<file path="src/rtl/ahb_mtx_req_stage.sv">
// Request stage for one master port of an AHB bus matrix.
// A transfer accepted from the master is presented to the output arbiters
// either live or, when no grant is available yet, from hold registers until
// it is granted. Ready/response from the granted output are returned to the
// master only while this port owns the output data phase.
module ahb_mtx_req_stage #(
    parameter int ADDR_WIDTH = 32
) (
    input  logic                  HCLK,
    input  logic                  HRESETn,
    input  logic                  HSELS,
    input  logic [ADDR_WIDTH-1:0] HADDRS,
    input  logic [1:0]            HTRANSS,
    input  logic                  HWRITES,
    input  logic [2:0]            HSIZES,
    input  logic [2:0]            HBURSTS,
    input  logic [3:0]            HPROTS,
    input  logic                  HMASTLOCKS,
    input  logic                  HREADYS,
    input  logic                  active_addr,
    input  logic                  active_data,
    input  logic                  HREADYM,
    input  logic                  HRESPM,
    output logic [ADDR_WIDTH-1:0] HADDRM,
    output logic [1:0]            HTRANSM,
    output logic                  HWRITEM,
    output logic [2:0]            HSIZEM,
    output logic [2:0]            HBURSTM,
    output logic [3:0]            HPROTM,
    output logic                  HMASTLOCKM,
    output logic                  trans_pend,
    output logic                  HREADYOUTS,
    output logic                  HRESPS
);

    localparam logic [1:0] TRANS_IDLE   = 2'b00;
    localparam logic [1:0] TRANS_NONSEQ = 2'b10;
    localparam logic [1:0] TRANS_SEQ    = 2'b11;
    localparam logic [2:0] BURST_INCR   = 3'b001;

    logic                  new_trans;
    logic                  grant;
    logic                  err_cancel;

    logic                  hold_tran_q;
    logic                  hold_tran_d;
    logic                  data_pend_q;
    logic                  data_pend_d;

    logic [ADDR_WIDTH-1:0] haddr_q;
    logic [1:0]            htrans_q;
    logic                  hwrite_q;
    logic [2:0]            hsize_q;
    logic [2:0]            hburst_q;
    logic [3:0]            hprot_q;
    logic                  hmastlock_q;

    // A selected NONSEQ/SEQ accepted on the master bus; BUSY and IDLE never qualify.
    assign new_trans = HSELS & HTRANSS[1] & HREADYS;
    // The output arbiter takes whatever this port presents in this cycle.
    assign grant     = active_addr & HREADYM;
    // First ERROR cycle with the master backing off: drop the pending request.
    assign err_cancel = HRESPM & ~HREADYM & HREADYS &
                        (~HSELS | (HTRANSS == TRANS_IDLE));

    // Hold flag: a new transfer that is not granted directly must be held; a
    // grant of the held transfer releases it unless another one arrives with it.
    always_comb begin
        hold_tran_d = hold_tran_q;
        if (err_cancel) begin
            hold_tran_d = 1'b0;
        end else if (new_trans) begin
            hold_tran_d = hold_tran_q | ~grant;
        end else if (grant) begin
            hold_tran_d = 1'b0;
        end
    end

    // Data-phase pending: a granted active transfer owes the master a response.
    always_comb begin
        data_pend_d = data_pend_q;
        if (grant & HTRANSM[1]) begin
            data_pend_d = 1'b1;
        end else if (active_data & HREADYM) begin
            data_pend_d = 1'b0;
        end
    end

    // State flags and address-phase hold registers.
    always_ff @(posedge HCLK or negedge HRESETn) begin
        if (!HRESETn) begin
            hold_tran_q <= 1'b0;
            data_pend_q <= 1'b0;
            haddr_q     <= '0;
            htrans_q    <= TRANS_IDLE;
            hwrite_q    <= 1'b0;
            hsize_q     <= 3'b000;
            hburst_q    <= 3'b000;
            hprot_q     <= 4'b0000;
            hmastlock_q <= 1'b0;
        end else begin
            hold_tran_q <= hold_tran_d;
            data_pend_q <= data_pend_d;
            if (new_trans) begin
                haddr_q     <= HADDRS;
                htrans_q    <= HTRANSS;
                hwrite_q    <= HWRITES;
                hsize_q     <= HSIZES;
                hburst_q    <= HBURSTS;
                hprot_q     <= HPROTS;
                hmastlock_q <= HMASTLOCKS;
            end
        end
    end

    // Address mux: held transfer takes precedence; a held SEQ has lost its
    // burst context at the output, so it restarts as NONSEQ INCR.
    always_comb begin
        HADDRM     = HADDRS;
        HTRANSM    = HSELS ? HTRANSS : TRANS_IDLE;
        HWRITEM    = HWRITES;
        HSIZEM     = HSIZES;
        HBURSTM    = HBURSTS;
        HPROTM     = HPROTS;
        HMASTLOCKM = HMASTLOCKS;
        if (hold_tran_q) begin
            HADDRM     = haddr_q;
            HTRANSM    = htrans_q;
            HWRITEM    = hwrite_q;
            HSIZEM     = hsize_q;
            HBURSTM    = hburst_q;
            HPROTM     = hprot_q;
            HMASTLOCKM = hmastlock_q;
            if (htrans_q == TRANS_SEQ) begin
                HTRANSM = TRANS_NONSEQ;
                HBURSTM = BURST_INCR;
            end
        end
    end

    // Request is visible in the master's own address cycle.
    assign trans_pend = hold_tran_q | new_trans;

    // Master-side ready/response.
    assign HREADYOUTS = active_data ? HREADYM :
                        ((hold_tran_q | data_pend_q) ? 1'b0 : 1'b1);
    assign HRESPS     = active_data ? HRESPM : 1'b0;

endmodule

</file>
<file path="config.mk">
export PLATFORM = sky130hd
export DESIGN_NAME = ahb_mtx_req_stage
export DESIGN_NICKNAME = d
export VERILOG_FILES = /design/src/rtl/ahb_mtx_req_stage.sv
export SDC_FILE = /design/constraint.sdc
export NUM_CORES = 1
export LEC_CHECK = 0
export ABC_AREA = 1
export ABC_CLOCK_PERIOD_IN_PS = 2700
export BUFFER_PORTS_ARGS = -buffer_cell sky130_fd_sc_hd__buf_4
export CORE_MARGIN = 1.5
export CORE_UTILIZATION = 35
export CTS_CLUSTER_DIAMETER = 50
export DETAILED_ROUTE_END_ITERATION = 7
export PLACE_DENSITY = 0.62
export SKIP_LAST_GASP = 1
export SLEW_MARGIN = 15
export SYNTH_ARGS = -nofsm -noshare
export SYNTH_HDL_FRONTEND = slang
export SYNTH_SLANG_ARGS = --single-unit
</file>
<file path="constraint.sdc">
create_clock -name HCLK -period 2.7 [get_ports HCLK]
set_clock_uncertainty 0.2 [all_clocks]
set_input_delay 0.135 -clock HCLK [delete_from_list [all_inputs] [get_ports HCLK]]
set_output_delay 0.135 -clock HCLK [all_outputs]
set_load 0.005 [all_outputs]
</file>
* Yosys cells after proc, flatten, opt, wreduce, memory -nomap -nowiden
Cells that the tools add are included. W data, S select, Z words.
Word-level totals: bits in registers 48, input bits 54, output and inout port bits 49, word-level logic and storage cells 46
Operators by class: equality and inequality tests 1, mux-type cells 18, bitwise logic cells 15, reduce and logical (&&, ||, !) cells 3
Operators by type and width (count):
- $mux W32 | 1
- $mux W1 | 10
- $mux W3 | 3
- $and A1 B1 Y1 | 8
- $mux W2 | 3
- $mux W4 | 1
- $or A1 B1 Y1 | 4
- $not A1 Y1 | 3
- $reduce_bool A3 Y1 | 1
- $eq A2 B2 Y1 const B | 1
- $logic_not A2 Y1 | 1
- $reduce_bool A2 Y1 | 1

* Longest topological paths before layout
depth in word-level cells 5, gate-level depth with buffers 6, depth with buffers taken out 6

* Worst setup path before layout
Ideal clock, no wire load.
path type register -> output, start register hold_tran_q, end output port HADDRM[0], arrival 0.909 ns, data required time 2.365 ns, slack 1.456 ns, cell stages (with the launch flop) 6, buffers on the path 3, cell sequence dfrtp_1 buf_6 buf_4 buf_4 nand2_1 o21ai_0
Between the ends: longest elaborated chain between the ends 1
Ends and longest elaborated chain:
- start: declaration | RTL line 45 | logic hold_tran_q;
- start signal: assignment | RTL line 102 | hold_tran_q <= hold_tran_d;
- $mux W32 | RTL line 126 | if (hold_tran_q) begin
- end: declaration | RTL line 24 | output logic [ADDR_WIDTH-1:0] HADDRM,
Every way passes these cells.

* Worst setup path after layout
start register hold_tran_q, end register data_pend_q
Between the ends: longest elaborated chain between the ends 3, elaborated cells between the ends (all ways) 4, classes of those cells mux: 2; bitwise: 1; reduce/logical: 1
Ends and longest elaborated chain:
- $mux W2 * | RTL line 126
- $and A1 B1 Y1 * | RTL line 82 | if (grant & HTRANSM[1]) begin
- $mux W1 or $reduce_bool A2 Y1 (tied branches)
- end signal: assignment | RTL line 103 | data_pend_q <= data_pend_d;
- end: declaration | RTL line 47 | logic data_pend_q;
Every way passes the cells marked *; elsewhere a longest branch is shown, timed or not. A chain may end at the register's enable or synchronous reset.

==> impl_metrics.env <==
export IMPL_syn2layout_area_growth_pct=53.8
export IMPL_r2r_end="data_pend_q$_DFFE_PN0P_"
export IMPL_wl_um=6100
export IMPL_grt_overflow_total=0
export IMPL_worstPathMaxFanout=42
export IMPL_wire_per_inst_um=10.9
export IMPL_yosys_area_top_type_share_pct=47.2
export IMPL_postCtsResizedCells=0
export IMPL_die_x_um=88.2
export IMPL_cpMostUsedCell="nand2_1"
export IMPL_vias_per_cell=4.33
export IMPL_crit_path_end="data_pend_q$_DFFE_PN0P_"
export IMPL_max_cap_viol_count=0
export IMPL_syn_nets=376
export IMPL_fin_crit_ps=2170
export IMPL_grtUsageTotal_pct=16.2
export IMPL_startpoint="hold_tran_q$_DFFE_PN0P_"
export IMPL_drc_errors=0
export IMPL_p_clk_share_pct=22.8
export IMPL_hold_viol_final=1
export IMPL_fp_row_count=30
export IMPL_crit_type="flop to flop"
export IMPL_final_cell_mix="buf_4 (102), nand2_1 (101), inv_1 (50), dlygate4sd3_1 (50), dfrtp_1 (47)"
export IMPL_nets=517
export IMPL_critPathRequiredTime_ps=2690
export IMPL_ys_seq_area_share_pct=47.2
export IMPL_muxShareOfSynthArea_pct=0
export IMPL_die_y_um=88.2
export IMPL_holdCritPathClass="input port to flop"
export IMPL_status="finished with violations"
export IMPL_clockRootBuffer="clkbuf_8"
export IMPL_p_switching_uw=567
export IMPL_worst_slew_pin_slew_ps=629
export IMPL_slowest_delay_ps=780
export IMPL_syn_inst=322
export IMPL_syn_area_um2=2540
export IMPL_ys_seq_elements=48
export IMPL_dp_hpwl_um=3860
export IMPL_totalNegativeSetupSlack_ps=0
export IMPL_path_clk_slew_ps=90
export IMPL_violations="hold timing"
export IMPL_synth_xor_area_share_pct=0
export IMPL_cts_inserted_buffers=5
export IMPL_numPortBuffers=102
export IMPL_cp_arrival_ps=2160
export IMPL_antenna_found_initial=0
export IMPL_yosys_warnings=0
export IMPL_peakVddDrop_mv=0.210
export IMPL_postCtsSetupBuffers=0
export IMPL_synth_area_top_cells="dfrtp_1 (47%), nand2_1 (15%), o21ai_2 (9.0%), o21ai_0 (8.7%), inv_1 (7.4%)"
export IMPL_regToRegStartpoint="hold_tran_q$_DFFE_PN0P_"
export IMPL_ff2ff_path_depth=6
export IMPL_clock_path_buffers=2
export IMPL_p_sw_share_pct=29.4
export IMPL_timing_fmax_mhz=461
export IMPL_gp_congestion=0.747
export IMPL_path_cells="inv_2 -> nor2_1 -> a21oi_1 -> nand2_1 -> nand2_1 -> dlygate4sd3_1"
export IMPL_synth_fa_ha_area_share_pct=0
export IMPL_yosys_area_share_simple_pct=16.8
export IMPL_dr_total_vias=2423
export IMPL_layout_drive_gt1_share_pct=30.4
export IMPL_drt_iter0_markers=77
export IMPL_finalPower_uw=1930
export IMPL_synth_compound_area_share_pct=22.1
export IMPL_p_comb_share_pct=30.1
export IMPL_tritoncts="done"
export IMPL_slew_violations=0
export IMPL_critPathSlowestCell="dfrtp_2"
export IMPL_final_setup_viol_count=0
export IMPL_holdWs_ps=-3.15
export IMPL_grt_max_degree=49
export IMPL_numClockSinks=48
export IMPL_ctsHoldBuffers=50
export IMPL_pin_count=103
export IMPL_power_density_nw_per_um2=493
export IMPL_grt_pass1_vias=2279
export IMPL_internal_power_uw=1360
export IMPL_slew_headroom_pct=58.1
export IMPL_rsz0062_at_grt="no"
export IMPL_fin_crit_sh_pct=80.4
export IMPL_ys_types=18
export IMPL_die_area_um2=7780
export IMPL_h_tree_depth=2
export IMPL_p_leak_uw=0.00202
export IMPL_endpoint_kind="flop"
export IMPL_drt_first_pass_iters=4
export IMPL_final_common_cell="buf_4"
export IMPL_synth_top_family_by_area="compound AO/OA/AOI/OAI gates"
export IMPL_grt_first_pass_wirelength_um=9980
export IMPL_synth_top_cell_by_area="dfrtp_1"
export IMPL_avgSynthCellArea_um2=7.90
export IMPL_clk_latency_ps=300
export IMPL_coreArea_um2=6910
export IMPL_initial_utilization_pct=36.8
export IMPL_seq_power_share_pct=47.1
export IMPL_crit_path_start_kind="flop"
export IMPL_timing_reg2reg_setup_slack_ps=530
export IMPL_antennaDiodeCount=0
export IMPL_postRouteAntennaNets=0
power by group through the flow:
stage	registers, uW	logic (uW)	clock network [uW]
after global routing	925	652	488
after global placement	917	517	0
after detailed placement	920	524	0
final	907	580	440
after CTS	908	585	462
after floorplan	887	295	0
cells in the mapped netlist (all sizes together):
| library cell | instances |
|---|---|
| nor2 | 6 |
| a21oi | 1 |
| inv | 51 |
| buf | 14 |
| a22oi | 1 |
| clkbuf | 6 |
| nand2 | 101 |
| nand3 | 4 |
| o31ai | 1 |
| dfrtp | 48 |
| o21ai | 89 |
kinds of logic after synthesis:
family,after synthesis
AOI/OAI and AO/OA,92
and+or+nand+nor,111
buffers and inverters,71
DFF,48
how the worst min path moves through the flow:
stage	from	endpoint	depth (start not counted)
floorplan	HRESETn	data_pend_q$_DFFE_PN0P_	0
global placement	HRESETn	haddr_q[20]$_DFFE_PN0P_	1
detailed placement	HRESETn	haddr_q[20]$_DFFE_PN0P_	1
CTS	HRESPM	hold_tran_q$_DFFE_PN0P_	6
global route	HRESPM	hold_tran_q$_DFFE_PN0P_	6
finish	HRESPM	hold_tran_q$_DFFE_PN0P_	6
stage by stage:
| stage | worst slack [ps] | cell area [um^2] | hold slack (ps) | instances | util (%) |
|---|---|---|---|---|---|
| after floorplan | 1460 | 2540 | -361 | 322 | - |
| after global placement | 997 | 3320 | -4.94 | 502 | 48.0 |
| after detailed placement | 1010 | 3320 | -4.07 | 502 | 48.0 |
| after CTS | 523 | 3910 | 2.54 | 560 | 56.6 |
| after global routing | 337 | 3910 | 35.1 | 560 | 56.6 |
| final | 529 | 3910 | -3.15 | 560 | 56.6 |
critical path: cells and delay by family, from the launching register on:
kind            cells  cell delay, ps
flops               1             780
buf+inv             2             700
simple gates        3             290
compound gates      1              80
sequential cells by signal, summed over array words and instances, names as in the netlist:
signal / count
hwrite_q: 1
hold_tran_q: 1
hmastlock_q: 1
hburst_q: 3
hsize_q: 3
haddr_q: 32
data_pend_q: 1
htrans_q: 2
hprot_q: 4
layout make-up:
cell class | count | area, um^2
Tap cell | 96 | 120
Inverter | 51 | 191
Clock buffer | 6 | 82.6
Timing Repair Buffer | 154 | 1310
Fill cell | 684 | 3000
Multi-Input combinational cell | 203 | 997
Sequential cell | 48 | 1200
Clock inverter | 2 | 10.0
per-layer routing:
layer | GRT usage [%] | share of wire (%) | routed length (um)
met1 | 19.8 | 44 | 2700
met2 | 28.7 | 50 | 3040
met3 | 3.82 | 4.7 | 289
met4 | 4.26 | 1.0 | 63
met5 | 0 | 0 | 0
(Power assumes the default switching activity.)
